**src/rtl/ocm_result_writer_pkg.sv**
```systemverilog
// ---------------------------------------------------------------------------
// ocm_result_writer_pkg
//   Definitions shared by the OCM result writer and its reader counterpart
//   (readOCM):
//     - FSM state encoding for the writer (IDLE / WRITE / DONE)
//     - OCM1 geometry (data width, address width)
//     - default frame geometry: a 28x28 image through a 3x3 valid
//       convolution gives 26x26 = 676 result beats
//     - beat counter width and a small last-beat helper
// ---------------------------------------------------------------------------
package ocm_result_writer_pkg;

  // Writer FSM states
  typedef enum logic [1:0] {
    ST_IDLE  = 2'd0,
    ST_WRITE = 2'd1,
    ST_DONE  = 2'd2
  } wr_state_e;

  // OCM1 geometry
  localparam int OCM_DW     = 8;
  localparam int OCM_ADDR_W = 17;

  // Frame geometry shared with readOCM
  localparam int IMG_W   = 28;
  localparam int K       = 3;
  localparam int OUT_W   = IMG_W - K + 1;
  localparam int OUT_LEN = OUT_W * OUT_W;

  // Beat counter width (frames of up to 65535 beats)
  localparam int COUNT_W = 16;

  // True when the beat about to be written (index cnt) is the final one
  function automatic logic beat_is_last(input logic [COUNT_W-1:0] cnt,
                                        input logic [COUNT_W-1:0] last_idx);
    return (cnt == last_idx);
  endfunction

endpackage : ocm_result_writer_pkg

```
**src/rtl/ocm_result_writer_rise_detect.sv**
```systemverilog
// ---------------------------------------------------------------------------
// rise_detect
//   0->1 edge detector built around a single history flop. The history flop
//   samples d every cycle; rise = d & ~history, so a rise is reported in the
//   same cycle the input is first seen high.
//   RESET_VAL sets the history value during reset. With RESET_VAL=1 an input
//   already high when reset releases is not treated as an edge; a fresh 0->1
//   transition is required.
// Ports
//   clk   in  1  clock
//   rst   in  1  asynchronous reset, active-high
//   d     in  1  level input
//   rise  out 1  high for the cycle in which d is high and was low last cycle
// ---------------------------------------------------------------------------
module rise_detect #(
  parameter logic RESET_VAL = 1'b1
) (
  input  logic clk,
  input  logic rst,
  input  logic d,
  output logic rise
);

  logic prev_q;
  logic prev_d;

  // Next value of the history flop is simply the current input
  always_comb begin
    prev_d = d;
  end

  // History flop
  always_ff @(posedge clk or posedge rst) begin
    if (rst) begin
      prev_q <= RESET_VAL;
    end else begin
      prev_q <= prev_d;
    end
  end

  assign rise = d & ~prev_q;

endmodule : rise_detect

```
**src/rtl/ocm_result_writer.sv**
```systemverilog
// ---------------------------------------------------------------------------
// ocm_result_writer
//   Sink end of the OCM pixel stream. Takes the CNN datapath result stream
//   (in_data qualified by in_dv, no backpressure) and writes each beat into
//   the OCM1 s1 port at consecutive addresses starting at BASE_ADDR. A frame
//   is FRAME_LEN beats. Progress (count, busy) and completion (done) plus a
//   sticky overflow flag are reported to the HPS PIOs.
//
//   A 0->1 edge on start arms a frame from any state; in WRITE this aborts
//   and restarts the frame at BASE_ADDR. A beat arriving in the same cycle
//   as the start edge becomes beat 0 of the new frame.
//
//   All outputs are registered: a beat accepted in cycle n appears on the
//   OCM1 port (write/chip strobe, address, data) in cycle n+1.
//
// Ports
//   clk             in   1       system clock
//   reset           in   1       asynchronous reset, active-high
//   start           in   1       HPS level; each 0->1 edge (re)arms a frame
//   in_dv           in   1       result beat valid
//   in_data         in   DATA_W  result beat
//   ocm1_addr       out  ADDR_W  OCM1 s1 address
//   ocm1_chip       out  1       OCM1 chipselect (pulses with each write)
//   ocm1_clk_enab   out  1       OCM1 clken (1 whenever out of reset)
//   ocm1_write      out  1       OCM1 write strobe, one cycle per beat
//   ocm1_writedata  out  OCM_DW  OCM1 write data (extended in_data)
//   count           out  16      beats written in the current frame
//   busy            out  1       high while in WRITE
//   done            out  1       sticky, full frame written
//   overflow        out  1       sticky, in_dv seen while in DONE
// ---------------------------------------------------------------------------
module ocm_result_writer
  import ocm_result_writer_pkg::*;
#(
  parameter int DATA_W    = 6,
  parameter int OCM_DW    = ocm_result_writer_pkg::OCM_DW,
  parameter int ADDR_W    = ocm_result_writer_pkg::OCM_ADDR_W,
  parameter int BASE_ADDR = 0,
  parameter int FRAME_LEN = ocm_result_writer_pkg::OUT_LEN,
  parameter int SIGN_EXT  = 1
) (
  input  logic              clk,
  input  logic              reset,
  input  logic              start,
  input  logic              in_dv,
  input  logic [DATA_W-1:0] in_data,
  output logic [ADDR_W-1:0] ocm1_addr,
  output logic              ocm1_chip,
  output logic              ocm1_clk_enab,
  output logic              ocm1_write,
  output logic [OCM_DW-1:0] ocm1_writedata,
  output logic [15:0]       count,
  output logic              busy,
  output logic              done,
  output logic              overflow
);

  localparam logic [ADDR_W-1:0]  BASE_A   = ADDR_W'(BASE_ADDR);
  localparam logic [COUNT_W-1:0] LAST_IDX = COUNT_W'(FRAME_LEN - 1);

  // -------------------------------------------------------------------------
  // Start edge detection. History resets to 1 so that start held high
  // through reset does not arm a frame.
  // -------------------------------------------------------------------------
  logic start_rise_s;

  rise_detect #(
    .RESET_VAL (1'b1)
  ) u_start_rise (
    .clk  (clk),
    .rst  (reset),
    .d    (start),
    .rise (start_rise_s)
  );

  // -------------------------------------------------------------------------
  // Width extension of the result beat into the OCM data word
  // -------------------------------------------------------------------------
  logic [OCM_DW-1:0] ext_s;

  generate
    if (OCM_DW > DATA_W) begin : g_pad
      if (SIGN_EXT != 0) begin : g_sign
        assign ext_s = {{(OCM_DW-DATA_W){in_data[DATA_W-1]}}, in_data};
      end else begin : g_zero
        assign ext_s = {{(OCM_DW-DATA_W){1'b0}}, in_data};
      end
    end else begin : g_same
      assign ext_s = in_data;
    end
  endgenerate

  // -------------------------------------------------------------------------
  // State and output registers
  // -------------------------------------------------------------------------
  wr_state_e          state_q,    state_d;
  logic [COUNT_W-1:0] count_q,    count_d;
  logic [ADDR_W-1:0]  addr_q,     addr_d;
  logic [OCM_DW-1:0]  wdata_q,    wdata_d;
  logic               write_q,    write_d;
  logic               chip_q,     chip_d;
  logic               clk_enab_q, clk_enab_d;
  logic               busy_q,     busy_d;
  logic               done_q,     done_d;
  logic               ovf_q,      ovf_d;

  // Next-state and next-output computation for the writer FSM
  always_comb begin
    state_d    = state_q;
    count_d    = count_q;
    addr_d     = addr_q;
    wdata_d    = wdata_q;
    write_d    = 1'b0;
    chip_d     = 1'b0;
    clk_enab_d = 1'b1;
    done_d     = done_q;
    ovf_d      = ovf_q;

    if (start_rise_s) begin
      // A start edge wins over everything: (re)start the frame from beat 0.
      // A coincident beat is taken as beat 0 of the new frame.
      state_d = ST_WRITE;
      count_d = {COUNT_W{1'b0}};
      done_d  = 1'b0;
      ovf_d   = 1'b0;
      if (in_dv) begin
        write_d = 1'b1;
        chip_d  = 1'b1;
        addr_d  = BASE_A;
        wdata_d = ext_s;
        count_d = {{(COUNT_W-1){1'b0}}, 1'b1};
        if (beat_is_last({COUNT_W{1'b0}}, LAST_IDX)) begin
          state_d = ST_DONE;
          done_d  = 1'b1;
        end else begin
          state_d = ST_WRITE;
        end
      end else begin
        write_d = 1'b0;
      end
    end else begin
      case (state_q)
        ST_IDLE: begin
          // Beats before a start edge are dropped silently
          state_d = ST_IDLE;
        end
        ST_WRITE: begin
          if (in_dv) begin
            write_d = 1'b1;
            chip_d  = 1'b1;
            addr_d  = BASE_A + ADDR_W'(count_q);
            wdata_d = ext_s;
            count_d = count_q + {{(COUNT_W-1){1'b0}}, 1'b1};
            if (beat_is_last(count_q, LAST_IDX)) begin
              state_d = ST_DONE;
              done_d  = 1'b1;
            end else begin
              state_d = ST_WRITE;
            end
          end else begin
            // Gap cycle: address and data hold, no strobe
            state_d = ST_WRITE;
          end
        end
        ST_DONE: begin
          // Frame complete: further beats are flagged, never written
          if (in_dv) begin
            ovf_d = 1'b1;
          end else begin
            ovf_d = ovf_q;
          end
        end
        default: begin
          state_d = ST_IDLE;
        end
      endcase
    end

    // busy tracks the state being entered so it drops with the last strobe
    busy_d = (state_d == ST_WRITE);
  end

  // Register all state and outputs
  always_ff @(posedge clk or posedge reset) begin
    if (reset) begin
      state_q    <= ST_IDLE;
      count_q    <= {COUNT_W{1'b0}};
      addr_q     <= {ADDR_W{1'b0}};
      wdata_q    <= {OCM_DW{1'b0}};
      write_q    <= 1'b0;
      chip_q     <= 1'b0;
      clk_enab_q <= 1'b0;
      busy_q     <= 1'b0;
      done_q     <= 1'b0;
      ovf_q      <= 1'b0;
    end else begin
      state_q    <= state_d;
      count_q    <= count_d;
      addr_q     <= addr_d;
      wdata_q    <= wdata_d;
      write_q    <= write_d;
      chip_q     <= chip_d;
      clk_enab_q <= clk_enab_d;
      busy_q     <= busy_d;
      done_q     <= done_d;
      ovf_q      <= ovf_d;
    end
  end

  assign ocm1_addr      = addr_q;
  assign ocm1_chip      = chip_q;
  assign ocm1_clk_enab  = clk_enab_q;
  assign ocm1_write     = write_q;
  assign ocm1_writedata = wdata_q;
  assign count          = count_q;
  assign busy           = busy_q;
  assign done           = done_q;
  assign overflow       = ovf_q;

endmodule : ocm_result_writer

```
**config.mk**
```make
export PLATFORM = sky130hd
export DESIGN_NAME = ocm_result_writer
export DESIGN_NICKNAME = d
export VERILOG_FILES = /design/src/rtl/ocm_result_writer_pkg.sv /design/src/rtl/ocm_result_writer_rise_detect.sv /design/src/rtl/ocm_result_writer.sv
export SDC_FILE = /design/constraint.sdc
export NUM_CORES = 1
export LEC_CHECK = 0
export ABC_AREA = 0
export ABC_CLOCK_PERIOD_IN_PS = 3800
export BUFFER_PORTS_ARGS = -buffer_cell sky130_fd_sc_hd__clkbuf_2
export CAP_MARGIN = 20
export CORE_MARGIN = 2
export CORE_UTILIZATION = 48
export CTS_CLUSTER_DIAMETER = 40
export DETAILED_ROUTE_END_ITERATION = 6
export GPL_TIMING_DRIVEN = 0
export PLACE_DENSITY = 0.86
export REMOVE_ABC_BUFFERS = 1
export SLEW_MARGIN = 30
export SYNTH_ARGS = -nofsm -noshare
export SYNTH_HDL_FRONTEND = slang
export SYNTH_SLANG_ARGS = --single-unit
```
**constraint.sdc**
```tcl
create_clock -name clk -period 3.8 [get_ports clk]
set_clock_uncertainty 0.1 [all_clocks]
set_input_delay 0.76 -clock clk [delete_from_list [all_inputs] [get_ports clk]]
set_output_delay 0.76 -clock clk [all_outputs]
set_load 0.02 [all_outputs]
```
==> metrics.txt, run 1 <==
GPL Wtd Cong=0.7797; # IOs=between 50 and 60; Setup crit end kind=flip-flop; slowest library cell on the worst path=or4_1; CTS Buffer Depth=2; Cell variety after synth=38; Detailed Routing Iterations Pass 1=4; critical path peak fanout=8; CTS buffer count=5; core area=roughly 4000 sq um; Clock Latency Late Sink=approximately 300 ps; number of synthesis warnings=0; DR iter-0 viols=about 90; Pint=between 700 and 800 uW; Post-Route WL=between 4 and 5 mm; vias after detailed routing=~1600; Fin. Hold Viols=0; slew at the pin with the worst max-slew slack=between 800 and 900 ps; DRC Markers=0; non-filler instance count after layout=about 290; first-pass GRT wire length=between 6 and 7 mm; post-route setup slack=between 1000 and 1500 ps; Post-Synth Simple-Gate Area=0.1796; Crit. Startpoint=state_q[1]$_DFF_PP0_; share of layout cells above drive strength 1=0.3096; Final TNS setup=0 ps; leakage power=0.001195 uW; R2R Path End=count[15]$_DFFE_PP0P_; Max-slew headroom=0.4348; Setup CP Type=flip-flop to flip-flop; Post-CTS Setup Inserts=0; DPL Wire Length=approximately 3.0 mm; largest family of logic cells by synthesized area=simple AND/OR/NAND/NOR gates; worst hold slack=about 380 ps; FF-to-FF Start=state_q[1]$_DFF_PP0_; Post-synth ARST share=1.000; R2R Setup Slk=1330 ps; num rows=23; Placed Instances=281; Syn Inst Count=187; Worst VDD drop=~0.18 mV; clock tree root buffer cell=clkbuf_8; xor and xnor area share after synthesis=0.03078; vias in the first global route=roughly 1400; Post-Synth Adder-Cell Area=0.01884; FF-to-FF path depth=6; most frequent cells in the layout=clkbuf_2, dfrtp_1, nand2_1, a22o_1; die area=about 4700 sq um; Power Total=about 1000 uW; largest net degree at the start of global routing=25; Fmax achieved=about 400 MHz; area added between synthesis and finish=20.48%; status=finished, final reports clean; initial antenna violation count=0; most used flip-flop cell after synthesis=dfrtp_1; post-synth top area share=0.5653; Chip Width=~68 um; grt ovf=0; Startpoint Class=flip-flop; mux share of post-synthesis cell area=0; Initial Util=0.4980; leading area contributor after synthesis=dfrtp_1; CTS tree=done; Max H-tree Level=2; Sink Count=46; Die Y=between 60 and 70 um; number of gates resized after cts=0; Crit path largest cell delay=650 ps; Multi-input gate area=approximately 750 sq um; Flop pwr share=0.546; clk slew on worst S/H paths=around 80 ps; Total GRT Usage=0.1914; RSZ-0062 raised after global routing=no; WL per Instance=about 14 um; pwr dens=406.3 nW/um^2; mapped cell area=~2000 sq um; Mean Syn Cell Area=~11 sq um; most used cell, CP=or4_1; antenna-violating nets left=0; Post-synth EDFFs=0; sequential share of the synthesized area=0.5785; Synth Register Bits=46; complex-gate fraction of the synthesized area=0.1388; Vias/cell=5.394; Critical Path RT=between 3000 and 4000 ps; pre-CTS WS=between 1000 and 1500 ps; commonest non-fill, non-tap cell in the layout=clkbuf_2; Worst Path Arrival=2590 ps; final setup violation count=0; register cell area after layout=1152 sq um; cts-stage hold buffer count=0; worst setup path endpoint=count[15]$_DFFE_PP0P_; final period utilization=0.6500; minimum clock period=around 2500 ps; max-capacitance violation count=0; sw power=around 270 uW; IO Port Bufs=between 50 and 60; clock power share=0.311; Slew Limit Fails=0; diode count=0; Combinational Power Share=0.143; Cell Chain, Critical Path=inv_1 > ha_1 > nand3_2 > or4_1 > or4_1 > a21oi_1; sw frac=0.2757; Nets=251; Worst Hold Class=primary input to asynchronous set/reset pin; # fillers=~350; Synth area leaders=dfrtp_1, a22o_1, nand2_1, a21oi_1, or4_1
[metrics by stage]
stage | utilization | instance area (sq um)
3_5_place_dp | 0.5771 | 2308
6_report | 0.5999 | 2400
4_1_cts | 0.5999 | 2400
3_3_place_gp | 0.5652 | 2261
5_1_grt | 0.5999 | 2400
2_1_floorplan | - | 1923
[logic make-up (layout without fill, tap and decap cells)]
| logic type | after synthesis | after routing |
|---|---|---|
| flops | 46 | 46 |
| fa+ha+maj | 3 | 3 |
| compound gates | 39 | 39 |
| simple gates | 69 | 69 |
| xor+xnor | 7 | 7 |
| other cells | 2 | 2 |
| buf+inv | 21 | 73 |
[synth_stat cells, types with 2 or more instances]
| master | number |
|---|---|
| dfrtp_1 | 45 |
| nand2_1 | 29 |
| a22o_1 | 15 |
| nor2_1 | 10 |
| a21oi_1 | 9 |
| inv_1 | 7 |
| o21ai_0 | 6 |
| or4_1 | 6 |
| clkbuf_1 | 5 |
| nand3_1 | 5 |
| buf_4 | 4 |
| nand4_1 | 4 |
| o31ai_1 | 4 |
| xor2_1 | 4 |
| buf_2 | 3 |
| ha_1 | 3 |
| or3_1 | 3 |
| xnor2_1 | 3 |
| conb_1 | 2 |
| nor3_1 | 2 |
[sequential cells by signal, indices dropped and copies added (netlist names)]
name,flops
ocm1_clk_enab,1
ocm1_chip,1
done,1
ocm1_writedata,6
busy,1
ocm1_addr,16
count,16
u_start_rise.prev_q,1
state_q,2
overflow,1
[worst max-delay path, delay by kind of cell (launching register included)]
| family | cells | cell delay [ps] |
|---|---|---|
| AND/OR/NAND/NOR | 3 | 1360 |
| flip-flops | 1 | 380 |
| adder cells (fa/ha/maj) | 1 | 330 |
| AO/OA/AOI/OAI | 1 | 160 |
| buffers and inverters | 1 | 70 |
[power groups by stage]
stage | combinational, uW | sequential, uW | clock [uW]
global route | 155 | 537 | 328
detailed placement | 141 | 542 | 0
floorplan | 50.0 | 575 | 0
global placement | 132 | 541 | 0
finish | 139 | 533 | 304
CTS | 142 | 532 | 314
[final cells by class]
type                       count  area share
clock buffer                   7     0.03597
sequential                    46      0.4802
inverter                       8     0.01251
timing repair buffer          57      0.1309
tap                           50     0.02607
clock inverter                 1    0.002086
multi-input combinational    120      0.3123
[worst min-delay path by stage]
stage	to	slack, ps	start	cells after the start
after floorplan	state_q[1]$_DFF_PP0_	450	state_q[1]$_DFF_PP0_	2
after global placement	ocm1_writedata[1]$_DFFE_PP0P_	360	ocm1_writedata[1]$_DFFE_PP0P_	2
after detailed placement	ocm1_writedata[3]$_DFFE_PP0P_	370	ocm1_writedata[3]$_DFFE_PP0P_	2
after CTS	busy$_DFF_PP0_	390	reset	2
after global routing	ocm1_writedata[2]$_DFFE_PP0P_	390	ocm1_writedata[2]$_DFFE_PP0P_	2
final	ocm1_addr[1]$_DFFE_PP0P_	380	reset	2
[metal layers]
metal	track usage	part of all wire
met1	0.2615	0.47
met2	0.2945	0.46
met3	0.04934	0.047
met4	0.06750	0.018
met5	0	0
Note: power is estimated with default switching activity, not from simulation.
==> run 2, diff against run 1 <==
- ABC_CLOCK_PERIOD_IN_PS: 3800 -> 2200
- CORE_UTILIZATION: 48 -> 46
- clock period: 3.8 -> 2.2 ns (I/O delays scaled with it)
==> metrics.txt, run 2 (synthesized netlist as in run 1, its figures left out) <==
Fin. Hold Viols=0 (unchanged); critical path peak fanout=6 (-2); initial antenna violation count=0 (unchanged); # fillers=349 (+0.29%); Max Used Layer=met4; Total GRT Usage=0.1890 (-0.002413); DR iter-0 viols=87 (-5.4%); vias after detailed routing=1595 (+2.3%); leakage power=0.001223 uW (+2.3%); GPL Wtd Cong=0.8058 (+3.3%); Sink Count=46 (unchanged); largest net degree at the start of global routing=28 (+12%); Worst Path Arrival=2270 ps (-320 ps); Setup CP Type=flip-flop to flip-flop; Initial Util=0.4874 (-0.01052); Setup crit end kind=flip-flop; Multi-input gate area=793.3 sq um (+5.8%); Max-slew headroom=0.3953 (-0.03941); area added between synthesis and finish=24.18%; slowest library cell on the worst path=or4_4; R2R Setup Slk=60 ps (-1270 ps); Util after Layout=0.6053 (+0.005391); status=finished, final reports clean; die area=4873 sq um (+4.1%); non-filler instance count after layout=294 (+1.7%); Slew Limit Fails=0 (unchanged); diode count=0 (unchanged); Met2 Wirelength=2.128 mm (+12%); first-pass GRT wire length=7.327 mm (+12%); FF-to-FF path depth=6 (unchanged); DRC Markers=0 (unchanged); Final Instance Area=2474 sq um (+3.1%); Nets=256 (+2.0%); met3 routed WL=235 um (+21%); IO Port Bufs=55 (unchanged); M1 WL=2.057 mm (+6.4%); Detailed Routing Iterations Pass 1=4 (unchanged); final period utilization=0.9740 (+0.3240); Startpoint Class=flip-flop; core area=4086 sq um (+2.2%); Worst Hold Class=primary input to asynchronous set/reset pin; vias in the first global route=1459 (+5.2%); WL per Instance=15.18 um (+6.9%); Cell Chain, Critical Path=inv_1 > ha_4 > nand3_2 > or4_4 > or4_1 > a21oi_1; Max H-tree Level=2 (unchanged); FF-to-FF Start=state_q[1]$_DFF_PP0_; Critical Path RT=2320 ps (-1600 ps); Worst VDD drop=0.3085 mV (+69%); Crit. path cell count=6 (unchanged); Top delay family on crit path=simple AND/OR/NAND/NOR gates; Chip Width=69.81 um (+2.0%); clock tree root buffer cell=clkbuf_8; final setup violation count=0 (unchanged); share of layout cells above drive strength 1=0.3402 (+0.03054); Crit. Startpoint=state_q[1]$_DFF_PP0_; Crit path largest cell delay=540 ps (-110 ps); Power Total=1716 uW (+76%); Placed Area=2301 sq um (-0.32%); worst setup path endpoint=count[15]$_DFFE_PP0P_; CTS tree=done; register cell area after layout=1152 sq um (unchanged); Final TNS setup=0 ps (unchanged); slew at the pin with the worst max-slew slack=902.9 ps (+58.85 ps); clk slew on worst S/H paths=80 ps (about the same); pwr dens=693.9 nW/um^2 (+71%); Fmax achieved=466.7 MHz (+15%); Die Y=69.81 um (+2.0%); max-capacitance violation count=0 (unchanged); grt ovf=0 (unchanged); R2R Path End=count[15]$_DFFE_PP0P_; Post-Route WL=4.464 mm (+8.8%); commonest non-fill, non-tap cell in the layout=clkbuf_2; Clock Latency Late Sink=300 ps (about the same); minimum clock period=2143 ps (-327.2 ps); Placed Instances=281 (unchanged); RSZ-0062 raised after global routing=yes; CTS Buffer Depth=2 (unchanged); DPL Wire Length=2.939 mm (-1.6%); # IOs=57 (unchanged); most frequent cells in the layout=clkbuf_2, dfrtp_1, nand2_1, a22o_1; num rows=23 (unchanged); CTS buffer count=5 (unchanged); Buf+Inv Stages, Crit Path=1 (unchanged); antenna-violating nets left=0 (unchanged); Vias/cell=5.425 (+0.57%)
run 2: area by class of cell:
| type | count | share of cell area |
|---|---|---|
| sequential | 46 | 0.4659 |
| multi-input combinational | 120 | 0.3207 |
| timing repair buffer | 62 | 0.1391 |
| clock buffer | 7 | 0.03490 |
| tap | 50 | 0.02529 |
| inverter | 8 | 0.01214 |
| clock inverter | 1 | 0.002023 |
run 2: metrics by stage:
step	hold slack, ps	setup slack [ps]
detailed placement	346.6	-199.6
floorplan	344.5	-346.0
CTS	19.55	40.85
global placement	358.1	-1368
global route	50.26	-48.02
finish	12.24	57.29
run 2: what timing repair did:
item                                    CTS  global route
hold buffers                              0             0
hold endpoints to repair                  0             0
buffers inserted                          4             1
resized for setup                         5             2
pin swaps                                 1             1
endpoints found under the setup margin    5             8
run 2: how the worst min path moves through the flow:
stage,start,end,cells past startpoint
floorplan,start,u_start_rise.prev_q$_DFF_PP1_,0
global placement,ocm1_writedata[3]$_DFFE_PP0P_,ocm1_writedata[3]$_DFFE_PP0P_,2
detailed placement,reset,ocm1_addr[10]$_DFFE_PP0P_,2
CTS,reset,count[11]$_DFFE_PP0P_,2
global route,reset,count[9]$_DFFE_PP0P_,2
finish,reset,ocm1_addr[10]$_DFFE_PP0P_,2
run 2: power breakdown:
part	switching, uW	internal (uW)	leakage [uW]
Combinational	177	93.3	0.000556
Sequential	29.6	888	0.000619
Clock	275	253	0.0000482
Total	482	1230	0.00122
run 2: routing by layer:
metal | track usage | vias up
met5 | 0 | -
met4 | 0.04487 | 0
met3 | 0.04942 | 5
met2 | 0.2974 | 47
met1 | 0.2631 | 775
li1 | - | 768
